**config.mk**
```make
export PLATFORM = sky130hd
export DESIGN_NAME = lc3_fetch_sequencer
export DESIGN_NICKNAME = d
export VERILOG_FILES = /design/src/rtl/lc3_fetch_sequencer.sv
export SDC_FILE = /design/constraint.sdc
export NUM_CORES = 1
export LEC_CHECK = 0
export BUFFER_PORTS_ARGS = -buffer_cell sky130_fd_sc_hd__buf_2
export CORE_AREA = 4 4 41 43
export CTS_CLUSTER_DIAMETER = 30
export DETAILED_ROUTE_END_ITERATION = 12
export DIE_AREA = 0 0 45 47
export PLACE_DENSITY = 0.59
export SLEW_MARGIN = 20
export SYNTH_ARGS = -nofsm -noshare
export SYNTH_HDL_FRONTEND = slang
export SYNTH_SLANG_ARGS = --single-unit
```
**constraint.sdc**
```tcl
create_clock -name CLK -period 2.6 [get_ports CLK]
set_input_delay 0.26 -clock CLK [delete_from_list [all_inputs] [get_ports CLK]]
set_output_delay 0.26 -clock CLK [all_outputs]
set_load 0.01 [all_outputs]
```
**src/rtl/lc3_fetch_sequencer.sv**
```systemverilog
// ============================================================================
//  Module      : lc3_fetch_sequencer
//  Description : LC-3 fetch control FSM: WAIT -> LOAD -> ISSUE -> EXEC, parks on HALT.
//                Optional perf counters enabled by defining LC3_FETCH_PERF_EN.
//  Revision    : 1.0 - initial release
// ============================================================================
`default_nettype none
`timescale 1ns/1ps

module lc3_fetch_sequencer #(
    parameter int         IMEM_LATENCY = 1,
    parameter logic [7:0] HALT_VECTOR  = 8'h25
) (
    input  logic        CLK,
    input  logic        RESET,
    input  logic [15:0] IR,
    input  logic        EX_DONE,
    input  logic        BR_TAKEN,
    input  logic        STALL,
    output logic        PC_LE,
    output logic        IR_LE,
    output logic        PC_CONTROL,
    output logic        IR_VALID,
    output logic        HALTED
`ifdef LC3_FETCH_PERF_EN
    ,
    output logic [15:0] RETIRED_CNT,
    output logic [15:0] REDIRECT_CNT,
    output logic [15:0] STALL_CNT
`endif
);

    localparam logic [2:0] S_WAIT  = 3'd0;
    localparam logic [2:0] S_LOAD  = 3'd1;
    localparam logic [2:0] S_ISSUE = 3'd2;
    localparam logic [2:0] S_EXEC  = 3'd3;
    localparam logic [2:0] S_HALT  = 3'd4;

    localparam logic [1:0] c_LAT_LAST = 2'(IMEM_LATENCY - 1);

    logic [2:0] r_state;
    logic [2:0] w_state_nxt;
    logic [1:0] r_lat_cnt;
    logic [1:0] w_lat_nxt;
    logic       w_is_halt;
    logic       w_unused_ir;

    assign w_is_halt   = (IR[15:12] == 4'hF) && (IR[7:0] == HALT_VECTOR);
    assign w_unused_ir = ^IR[11:8];

    always_ff @(posedge CLK) begin
        if (RESET) begin
            r_state   <= S_WAIT;
            r_lat_cnt <= 2'd0;
        end else begin
            r_state   <= w_state_nxt;
            r_lat_cnt <= w_lat_nxt;
        end
    end

    always_comb begin
        w_state_nxt = r_state;
        w_lat_nxt   = 2'd0;
        case (r_state)
            S_WAIT: begin
                w_lat_nxt = r_lat_cnt;
                if (!STALL) begin
                    if (r_lat_cnt == c_LAT_LAST) begin
                        w_state_nxt = S_LOAD;
                        w_lat_nxt   = 2'd0;
                    end else begin
                        w_lat_nxt = r_lat_cnt + 2'd1;
                    end
                end
            end
            S_LOAD:  w_state_nxt = S_ISSUE;
            S_ISSUE: w_state_nxt = w_is_halt ? S_HALT : S_EXEC;
            S_EXEC:  if (EX_DONE) w_state_nxt = S_WAIT;
            S_HALT:  w_state_nxt = S_HALT;
            default: w_state_nxt = S_WAIT;
        endcase
    end

    // Strobes are gated by RESET so an aborted cycle never loads PC or IR.
    always_comb begin
        PC_LE      = 1'b0;
        IR_LE      = 1'b0;
        PC_CONTROL = 1'b0;
        IR_VALID   = 1'b0;
        HALTED     = 1'b0;
        case (r_state)
            S_LOAD: IR_LE = !RESET;
            S_EXEC: begin
                IR_VALID   = 1'b1;
                PC_LE      = EX_DONE && !RESET;
                PC_CONTROL = EX_DONE && BR_TAKEN && !RESET;
            end
            S_HALT:  HALTED = 1'b1;
            default: ;
        endcase
    end

`ifdef LC3_FETCH_PERF_EN
    logic [15:0] r_retired_cnt;
    logic [15:0] r_redirect_cnt;
    logic [15:0] r_stall_cnt;

    always_ff @(posedge CLK) begin
        if (RESET) begin
            r_retired_cnt  <= 16'd0;
            r_redirect_cnt <= 16'd0;
            r_stall_cnt    <= 16'd0;
        end else begin
            if (r_state == S_EXEC && EX_DONE)
                r_retired_cnt <= r_retired_cnt + 16'd1;
            if (r_state == S_EXEC && EX_DONE && BR_TAKEN)
                r_redirect_cnt <= r_redirect_cnt + 16'd1;
            if (r_state == S_WAIT && STALL)
                r_stall_cnt <= r_stall_cnt + 16'd1;
        end
    end

    assign RETIRED_CNT  = r_retired_cnt;
    assign REDIRECT_CNT = r_redirect_cnt;
    assign STALL_CNT    = r_stall_cnt;
`endif

endmodule

`default_nettype wire
```
Yosys cells after proc, flatten, opt, wreduce, memory -nomap -nowiden

Cells that the tools add are included.

ROM bits: 0
Input port bits: 21
Register bits: 5
Output and inout bits: 5
Bits in latches: 0
Memory bits (writable): 0
Memories kept: 0
Word-level logic and storage cells: 33

Shift operators: 0
Eq/ne operators: 9
Add/sub/neg operators: 1
Reductions and logical operators: 9
Div/mod/pow operators: 0
Multiply operators: 0
$lt $le $gt $ge: 0
Mux-type cells: 11
Bitwise gates (word level): 1

Operators by type and width:

| cell                  | count |
|---|---|
| $pmux W3 S5           | 1 |
| $mux W3               | 4 |
| $eq A8 B6 Y1 const B  | 1 |
| $eq A3 B2 Y1 const B  | 2 |
| $ne A2 B2 Y1 const B  | 3 |
| $mux W1               | 5 |
| $eq A4 B4 Y1 const B  | 1 |
| $logic_and A1 B1 Y1   | 4 |
| $eq A3 B1 Y1 const B  | 1 |
| $eq A3 B3 Y1 const B  | 1 |
| $logic_not A3 Y1      | 1 |
| $reduce_and A3 Y1     | 1 |
| $add A2 B1 Y2 const B | 1 |
| $logic_not A2 Y1      | 1 |
| $mux W2               | 1 |
| $reduce_or A2 Y1      | 1 |
| $logic_not A1 Y1      | 1 |
| $not A1 Y1            | 1 |

Logic depth before layout (Yosys ltp)

Gate-level depths: netlist of the first run.

Depth in word-level cells: 4
Depth in mapped cells: 5
Mapped depth without buffers: 5

Least setup slack after synthesis of the first run

Ideal clock, no wire load.

Path kind: register to output
Start: register r_state[1]
End: output port PC_CONTROL
Buffers on the path: 1
Path slack: 1109 ps
Stages on the path, launching flop included: 5
Required time: 2340 ps
Arrival: 1231 ps
Cell sequence: dfxtp_1 clkbuf_1 nand2_1 nor3_1 and2_1

Longest elaborated chain between the ends: 2

RTL lines:

| item                   | RTL line | source |
|---|---|---|
| start, declared        | 41       | `logic [2:0] r_state;` |
| start signal, assigned | 56       | `r_state <= w_state_nxt;` |
| $eq A3 B2 Y1           | 91       | `case (r_state)` |
| $mux W1                | 91       |  |
| end, declared          | 22       | `output logic PC_CONTROL,` |

No other way between the ends.

Final worst setup path of the first run

Same ends and word-level chain as after synthesis.

==> metrics.md, run 1 <==
| Metric | Value |
|---|---|
| Status | `finished, final reports clean` |
| Post-synthesis cell type count | `22` |
| Worst setup SP type | `flop` |
| Max-slew violations | `0` |
| Reg-to-Reg Start | `r_state[1]` |
| Largest net degree at the start of global routing | `12` |
| IO Port Bufs | `21` |
| Hold EP | `r_state[2]` |
| Vias per cell | `4.67` |
| Critical Path AT | `1.36 ns` |
| Unrepaired setup endpoints after global routing | `false` |
| Commonest non-fill, non-tap cell in the layout | `buf_2` |
| Crit. End Element | `output pin` |
| WP data required | `2.34 ns` |
| FP Rows | `13` |
| Slew headroom | `0.764` |
| Reg2reg path depth | `3` |
| Peak supply drop | `0.227 mV` |
| Max Freq | `619 MHz` |
| CTS sink count | `5` |
| Num CTS Buffers | `3` |
| Most frequent cells in the layout | `buf_2 (21), dfxtp_1 (5), inv_1 (4), nand2_1 (3), clkbuf_4 (3)` |
| Avg WL per Cell | `10.3 um` |
| Worst setup margin | `0.984 ns` |
| Syn avg cell area | `8.60 um2` |
| Share of cells above drive strength 1 | `0.443` |
| Hold WC Path Type | `in -> reg` |
| Hold_buf cts | `0` |
| Static leakage | `0.000221 uW` |
| Clk root buf | `clkbuf_4` |
| DR vias | `355` |
| Die height | `47 um` |
| Placer Congestion | `0.701` |
| Initial antenna violation count | `0` |
| Final Skew | `0.00733 ns` |
| Worst-path clk slew | `0.05 ns` |
| Post-CTS Resized | `0` |
| Clk_lat worst skew | `0.24 ns` |
| Die ar. | `2120 um2` |
| Final Critical Period | `1.62 ns` |
| Worst Tran Pin Value | `0.354 ns` |
| Post-detail-place hpwl | `639 um` |
| Setup tns final | `0 ns` |
| Post-Syn Area | `335 um2` |
| Initial DRC Count | `8` |
| Worst path slowest cell | `dfxtp_1` |
| Hold Path Stages | `2` |
| Starting Density | `0.258` |
| I/O pin count | `26` |
| CTS tree | `built` |
| Layout area overhead | `41.4%` |
| First-pass GRT wire length | `1370 um` |
| Maximum fanout along the worst path | `11` |
| Cells after synthesis | `39` |
| FF-to-FF End | `r_state[2]` |
| Top delay family on crit path | `flip-flops` |
| Ys Warns | `0` |
| N_diodes | `0` |
| GRT Total Usage | `0.0941` |
| Delay of the slowest critical-path stage | `0.52 ns` |
| Hold Violations, Final | `0` |
| GRT overflow | `0` |
| Post-Synthesis Net Count | `62` |
| Ranking of synthesized cells by area | `dfxtp_1 (30%), ha_1 (7.5%), mux2i_1 (6.0%)` |
| Maxcap violations | `0` |
| Post-route clock period utilization | `0.622` |
| Worst Path Buf+Inv | `1` |
| Vias in the first global route | `372` |
| Core Area | `1300 um2` |
| Seq cells post-synth | `5` |
| Final WL | `780 um` |
| Setup-failing EPs final | `0` |
| CP cell instances | `nand2_1 -> nor3_1 -> and2_1 -> buf_2` |
| Nets | `85` |
| Setup repair bufs after CTS | `0` |
| Setup slack, reg-to-reg | `1.51 ns` |
| Setup CP Type | `reg -> out` |
| Antenna Violating Nets Remaining | `0` |
| DRT Pass-1 Iters | `3` |
| Sequential share of the synthesized area | `0.299` |
| Hold path startpoint | `RESET` |
| Pre-CTS setup slack | `1.15 ns` |
| Pwr per Cell Area | `446 nW/um2` |
| Die width | `45 um` |
| H-tree depth | `1` |
| Yosys top cell area share | `0.299` |
| Residual DRC | `0` |
| Synth area leader | `dfxtp_1` |
| Bufs on Longest Clock Path | `2` |
cell usage after synthesis:
master,n
nor3_1,2
or4b_4,1
a21oi_1,2
nand2b_1,2
mux2i_1,2
a31oi_1,1
and2_1,1
nor4b_1,1
inv_1,4
nand2_1,3
nand4_1,1
nand4bb_1,1
ha_1,2
nor3b_2,1
nor4_1,2
dfxtp_1,5
nor3b_1,1
clkbuf_1,3
nor2_1,1
o41ai_2,1
or2_1,1
o311ai_1,1
area by class of cell:
class,count,area (um2)
Inverter,4,15.0
Sequential cell,5,100
Timing Repair Buffer,21,105
Fill cell,141,827
Multi-Input combinational cell,27,209
Clock buffer,4,26.3
Tap cell,15,18.8
registers in the layout, summed over array words and instances (netlist names):
name       cells
r_state        3
r_lat_cnt      2
report_power, final:
group	switching (uW)	leakage, uW	internal [uW]
Combinational	13.9	0.000166	17.9
Clock	31.4	0.0000150	58.0
Sequential	9.67	0.0000407	80.6
through the flow:
| stage | hold WS, ns | util | instances | power, uW | instance area [um2] |
|---|---|---|---|---|---|
| 2_1_floorplan | 0.331 | - | 39 | 107 | 335 |
| 3_3_place_gp | 0.440 | 0.344 | 72 | 123 | 448 |
| 3_5_place_dp | 0.442 | 0.344 | 72 | 123 | 448 |
| 4_1_cts | 0.181 | 0.364 | 76 | 215 | 474 |
| 5_1_grt | 0.194 | 0.364 | 76 | 226 | 474 |
| 6_report | 0.187 | 0.364 | 76 | 211 | 474 |
layer usage:
layer	global-route usage	vias to the layer above	part of all wire
met1	0.0957	158	0.41
met2	0.150	12	0.52
met5	0	-	0
li1	-	183	-
met4	0.0877	0	0.022
met3	0.0345	2	0.046
cell families after synthesis:
kind of cell             share of synthesized area
adder cells (fa/ha/maj)                     0.0746
multiplexers                                0.0597
AND/OR/NAND/NOR                              0.366
flip-flops                                   0.299
AO/OA/AOI/OAI                                0.123
buffers and inverters                       0.0783
worst max path at each step:
stage,startpoint,endpoint,cells after the start
4_1_cts,r_state[1],PC_CONTROL,4
3_5_place_dp,IR[1],r_state[1],4
5_1_grt,r_state[1],PC_CONTROL,4
2_1_floorplan,r_state[1],PC_CONTROL,4
3_3_place_gp,IR[1],r_state[0],4
6_report,r_state[1],PC_CONTROL,4
No activity file was read; power rests on OpenSTA's default activity.
==> inputs of run 2 (changes only) <==
- clock period: 2.6 -> 1.7 ns (I/O delays scaled with it)
==> run 2 against run 1 <==
Power rose by 57%. Wire length increased by 5.3%. Worst hold slack worse by 0.088 ns. Register-to-register slack worse by 0.87 ns. Cell area is 3.2% higher. Flip-flop and latch count unchanged. Core utilization increased by 1.2 points. Setup slack got worse by 0.81 ns. Clock power grew 53%. Largest power group is now clock. Highest routed layer unchanged.
==> metrics.md, run 2 (same netlist as run 1, synthesis figures left out) <==
| Metric | Value |
|---|---|
| Largest net degree at the start of global routing | `11` |
| Crit. End Element | `output pin` |
| Static leakage | `0.000232 uW` |
| Final Skew | `0.000331 ns` |
| Num CTS Buffers | `3` |
| Core Util, Final | `0.376` |
| Avg WL per Cell | `10.5 um` |
| Unrepaired setup endpoints after global routing | `false` |
| Vias in the first global route | `317` |
| IO Port Bufs | `21` |
| Clk root buf | `clkbuf_4` |
| Die height | `47 um` |
| N_diodes | `0` |
| Most frequent cells in the layout | `buf_2 (21), dfxtp_1 (5), inv_1 (4), nand2_1 (3), clkbuf_4 (3)` |
| CTS tree | `built` |
| Max reg flops | `3` |
| Max-slew violations | `0` |
| Hold Path Stages | `2` |
| Post-route clock period utilization | `0.895` |
| Max Freq | `657 MHz` |
| Initial antenna violation count | `0` |
| Setup CP Type | `reg -> out` |
| Filler Cell Count | `148` |
| Hold_buf cts | `0` |
| Pwr per Cell Area | `677 nW/um2` |
| Pre-CTS setup slack | `0.335 ns` |
| GRT Total Usage | `0.0934` |
| Setup repair bufs after CTS | `0` |
| Final Critical Period | `1.52 ns` |
| Post-CTS Resized | `0` |
| Reg2reg path depth | `5` |
| Layout area overhead | `45.9%` |
| FF-to-FF End | `r_state[0]` |
| Status | `finished, final reports clean` |
| Hold EP | `r_state[2]` |
| Antenna Violating Nets Remaining | `0` |
| Worst-path clk slew | `0.04 ns` |
| Largest register by flop count | `r_state` |
| DRT Pass-1 Iters | `2` |
| GRT busiest layer | `met2` |
| CTS sink count | `5` |
| Setup-failing EPs final | `0` |
| Bufs on Longest Clock Path | `2` |
| Core Area | `1300 um2` |
| Hold path startpoint | `RESET` |
| H-tree depth | `1` |
| Worst setup margin | `0.179 ns` |
| Maxcap violations | `0` |
| WP data required | `1.53 ns` |
| Worst Tran Pin Value | `0.327 ns` |
| Nets | `87` |
| Hold WC Path Type | `in -> reg` |
| Worst setup SP type | `flop` |
| Initial DRC Count | `12` |
| Met1 Track Usage GR | `0.103` |
| Setup tns final | `0 ns` |
| Commonest non-fill, non-tap cell in the layout | `buf_2` |
| GR Layer Usage met2 | `0.121` |
| I/O pin count | `26` |
| Slew headroom | `0.779` |
| Starting Density | `0.258` |
| Critical Path AT | `1.35 ns` |
| Clk_lat worst skew | `0.24 ns` |
| Share of cells above drive strength 1 | `0.460` |
| Placer Congestion | `0.739` |
| Met3 Track Usage GR | `0.0690` |
| Maximum fanout along the worst path | `6` |
| Setup slack, reg-to-reg | `0.64 ns` |
| Die width | `45 um` |
| Residual DRC | `0` |
| Largest regs | `r_state x3, r_lat_cnt x2` |
| Hold Violations, Final | `0` |
| First-pass GRT wire length | `1320 um` |
| Vias per cell | `4.58` |
| FP Rows | `13` |
| Peak supply drop | `0.380 mV` |
| DR vias | `357` |
| GRT overflow | `0` |
| Reg-to-Reg Start | `r_lat_cnt[1]` |
| Die ar. | `2120 um2` |
| Final WL | `821 um` |
## run 2: cell types whose count changed in the layout (fill, tap and decap cells not counted)
cell | previous run | this run
buf_4 | 0 | 2
## run 2: worst max-delay path, stage by stage, from the launching register on
cell and delay [ns]:
dfxtp_1 0.33, or2_1 0.31, nor3_1 0.20, and2_1 0.15
buf_2 0.12
## run 2: area by class of cell
class / instances / area, um2 / area share
clock buffer: 4 / 26.3 / 0.0537
inverter: 4 / 15.0 / 0.0307
multi-input combinational: 27 / 209 / 0.427
sequential: 5 / 100 / 0.205
tap: 15 / 18.8 / 0.0384
timing repair buffer: 23 / 120 / 0.246
## run 2: worst max path at each step
stage / startpoint / to / depth (start not counted)
2_1_floorplan: r_state[1] / PC_CONTROL / 4
3_3_place_gp: IR[1] / r_state[0] / 4
3_5_place_dp: IR[1] / r_state[0] / 4
4_1_cts: r_state[2] / PC_CONTROL / 4
5_1_grt: r_state[2] / PC_CONTROL / 4
6_report: r_state[2] / PC_CONTROL / 4
## run 2: per-stage QoR
| stage | cells | power, uW | hold WS, ns | area (um2) |
|---|---|---|---|---|
| detailed placement | 74 | 196 | 0.352 | 463 |
| floorplan | 39 | 164 | 0.241 | 335 |
| CTS | 78 | 338 | 0.0937 | 489 |
| global route | 78 | 362 | 0.0844 | 489 |
| finish | 78 | 331 | 0.0987 | 489 |
| global placement | 74 | 197 | 0.350 | 463 |
## run 2: routing by layer
layer / up-vias / part of all wire
li1: 189 / -
met1: 153 / 0.38
met2: 13 / 0.52
met3: 2 / 0.077
met4: 0 / 0.027
met5: - / 0
## run 2: power breakdown
part           switching (uW)  internal, uW  leakage [uW]
Combinational            33.8          34.1      0.000176
Clock                    48.7          88.7     0.0000150
Sequential               2.56           123     0.0000407
==> inputs of run 3 (changes only) <==
- CORE_AREA: 4 4 41 43 -> unset
- CORE_MARGIN: unset -> 4
- CORE_UTILIZATION: unset -> 25
- DIE_AREA: 0 0 45 47 -> unset
==> run 3 against run 2 <==
Power increased by 0.11%. First-iteration DRC count is 50% lower. Die area shrank 5.8%. Flip-flop and latch count is the same. Register-to-register slack got worse by 0.03 ns. Non-clock buffer count decreased by 1. Core utilization grew 3.0 points. Critical path depth is the same. Global-route usage fell by 0.12 points. Sequential power increased by 5%. Largest cell class unchanged. Largest power group unchanged. Highest routed layer is now met3.
==> metrics.md, run 3 (same netlist as run 1, synthesis figures left out) <==
| Metric | Value |
|---|---|
| DRT Pass-1 Iters | `4` |
| Worst setup SP type | `flop` |
| Residual DRC | `0` |
| Largest register by flop count | `r_state` |
| Die width | `44.6 um` |
| Clk root buf | `clkbuf_4` |
| Setup repair bufs after CTS | `0` |
| Final WL | `857 um` |
| N_diodes | `0` |
| Post-detail-place hpwl | `699 um` |
| Largest regs | `r_state x3, r_lat_cnt x2` |
| CTS tree | `built` |
| Hold Violations, Final | `0` |
| Die ar. | `1990 um2` |
| Core Area | `1190 um2` |
| Max Freq | `653 MHz` |
| Pwr per Cell Area | `688 nW/um2` |
| Initial DRC Count | `6` |
| CTS sink count | `5` |
| Commonest non-fill, non-tap cell in the layout | `buf_2` |
| Final Skew | `0.00314 ns` |
| GRT Total Usage | `0.0921` |
| Final Critical Period | `1.53 ns` |
| Die height | `44.6 um` |
| Filler Cell Count | `123` |
| Clk_lat worst skew | `0.24 ns` |
| Starting Density | `0.283` |
| Placer Congestion | `0.725` |
| Worst setup margin | `0.169 ns` |
| Most frequent cells in the layout | `buf_2 (21), dfxtp_1 (5), inv_1 (4), nand2_1 (3), clkbuf_4 (3)` |
| Met1 Track Usage GR | `0.0929` |
| Worst-path clk slew | `0.05 ns` |
| Slew headroom | `0.745` |
| Status | `finished, final reports clean` |
| Post-route clock period utilization | `0.901` |
| Layout area overhead | `43.7%` |
| Static leakage | `0.000229 uW` |
| Setup tns final | `0 ns` |
| Vias in the first global route | `346` |
| Bufs on Longest Clock Path | `2` |
| Hold slack | `0.101 ns` |
| Antenna Violating Nets Remaining | `0` |
| Pre-CTS setup slack | `0.260 ns` |
| I/O pin count | `26` |
| Maxcap violations | `0` |
| Nets | `86` |
| GRT busiest layer | `met2` |
| Avg WL per Cell | `11.3 um` |
| Hold WC Path Type | `in -> reg` |
| Peak supply drop | `0.444 mV` |
| Setup-failing EPs final | `0` |
| FP Rows | `12` |
| Worst Tran Pin Value | `0.377 ns` |
| Critical Path AT | `1.36 ns` |
| Met3 Track Usage GR | `0.0407` |
| Hold_buf cts | `0` |
| Crit. End Element | `output pin` |
| GR Layer Usage met2 | `0.163` |
| WP data required | `1.53 ns` |
| Post-CTS Resized | `0` |
| Share of cells above drive strength 1 | `0.468` |
| Max reg flops | `3` |
| Unrepaired setup endpoints after global routing | `false` |
| H-tree depth | `1` |
| Maximum fanout along the worst path | `11` |
| Setup CP Type | `reg -> out` |
| Num CTS Buffers | `3` |
| IO Port Bufs | `21` |
| Vias per cell | `4.67` |
| First-pass GRT wire length | `1340 um` |
| Largest net degree at the start of global routing | `12` |
| Initial antenna violation count | `0` |
| Max-slew violations | `0` |
| GRT overflow | `0` |
| DR vias | `355` |
## run 3: cell types whose count changed in the layout (fill, tap and decap cells not counted), sizes merged
cell,change
buf,-1
clkbuf,-1
clkinv,+1
## run 3: final timing paths
kind                                    from      endpoint  slack [ns]  cells after the start
worst min-delay path                   RESET    r_state[2]        0.10                      2
worst max-delay path              r_state[1]    PC_CONTROL        0.17                      4
worst max register to register    r_state[1]    r_state[2]        0.61                      3
worst min register to register  r_lat_cnt[0]  r_lat_cnt[0]        0.54                      2
## run 3: through the flow
stage               power, uW  instance area, um2  utilization  instances
floorplan                 164                 335            -         39
global placement          193                 454        0.383         72
detailed placement        195                 454        0.383         72
CTS                       335                 482        0.406         76
global route              350                 482        0.406         76
finish                    332                 482        0.406         76
## run 3: routing by layer
metal,vias up,share of wire
met5,-,0
met4,0,0
met3,0,0.054
met2,9,0.55
met1,161,0.40
li1,185,-
## run 3: power breakdown
group	internal [uW]	switching (uW)	leakage, uW
Clock	85.4	54.0	0.0000177
Combinational	30.9	29.4	0.000171
Sequential	123	8.89	0.0000407
## run 3: final cells by class
| type | instances | area, um2 | share of cell area |
|---|---|---|---|
| Multi-Input combinational cell | 27 | 209 | 0.434 |
| Timing Repair Buffer | 22 | 113 | 0.234 |
| Clock buffer | 3 | 22.5 | 0.0468 |
| Sequential cell | 5 | 100 | 0.208 |
| Tap cell | 14 | 17.5 | 0.0364 |
| Inverter | 4 | 15.0 | 0.0312 |
| Clock inverter | 1 | 5.00 | 0.0104 |
## run 3: critical path, cell delays in order (launching register included)
cell	delay, ns
dfxtp_1	0.51
nand2_1	0.12
nor3_1	0.22
and2_1	0.15
buf_2	0.12
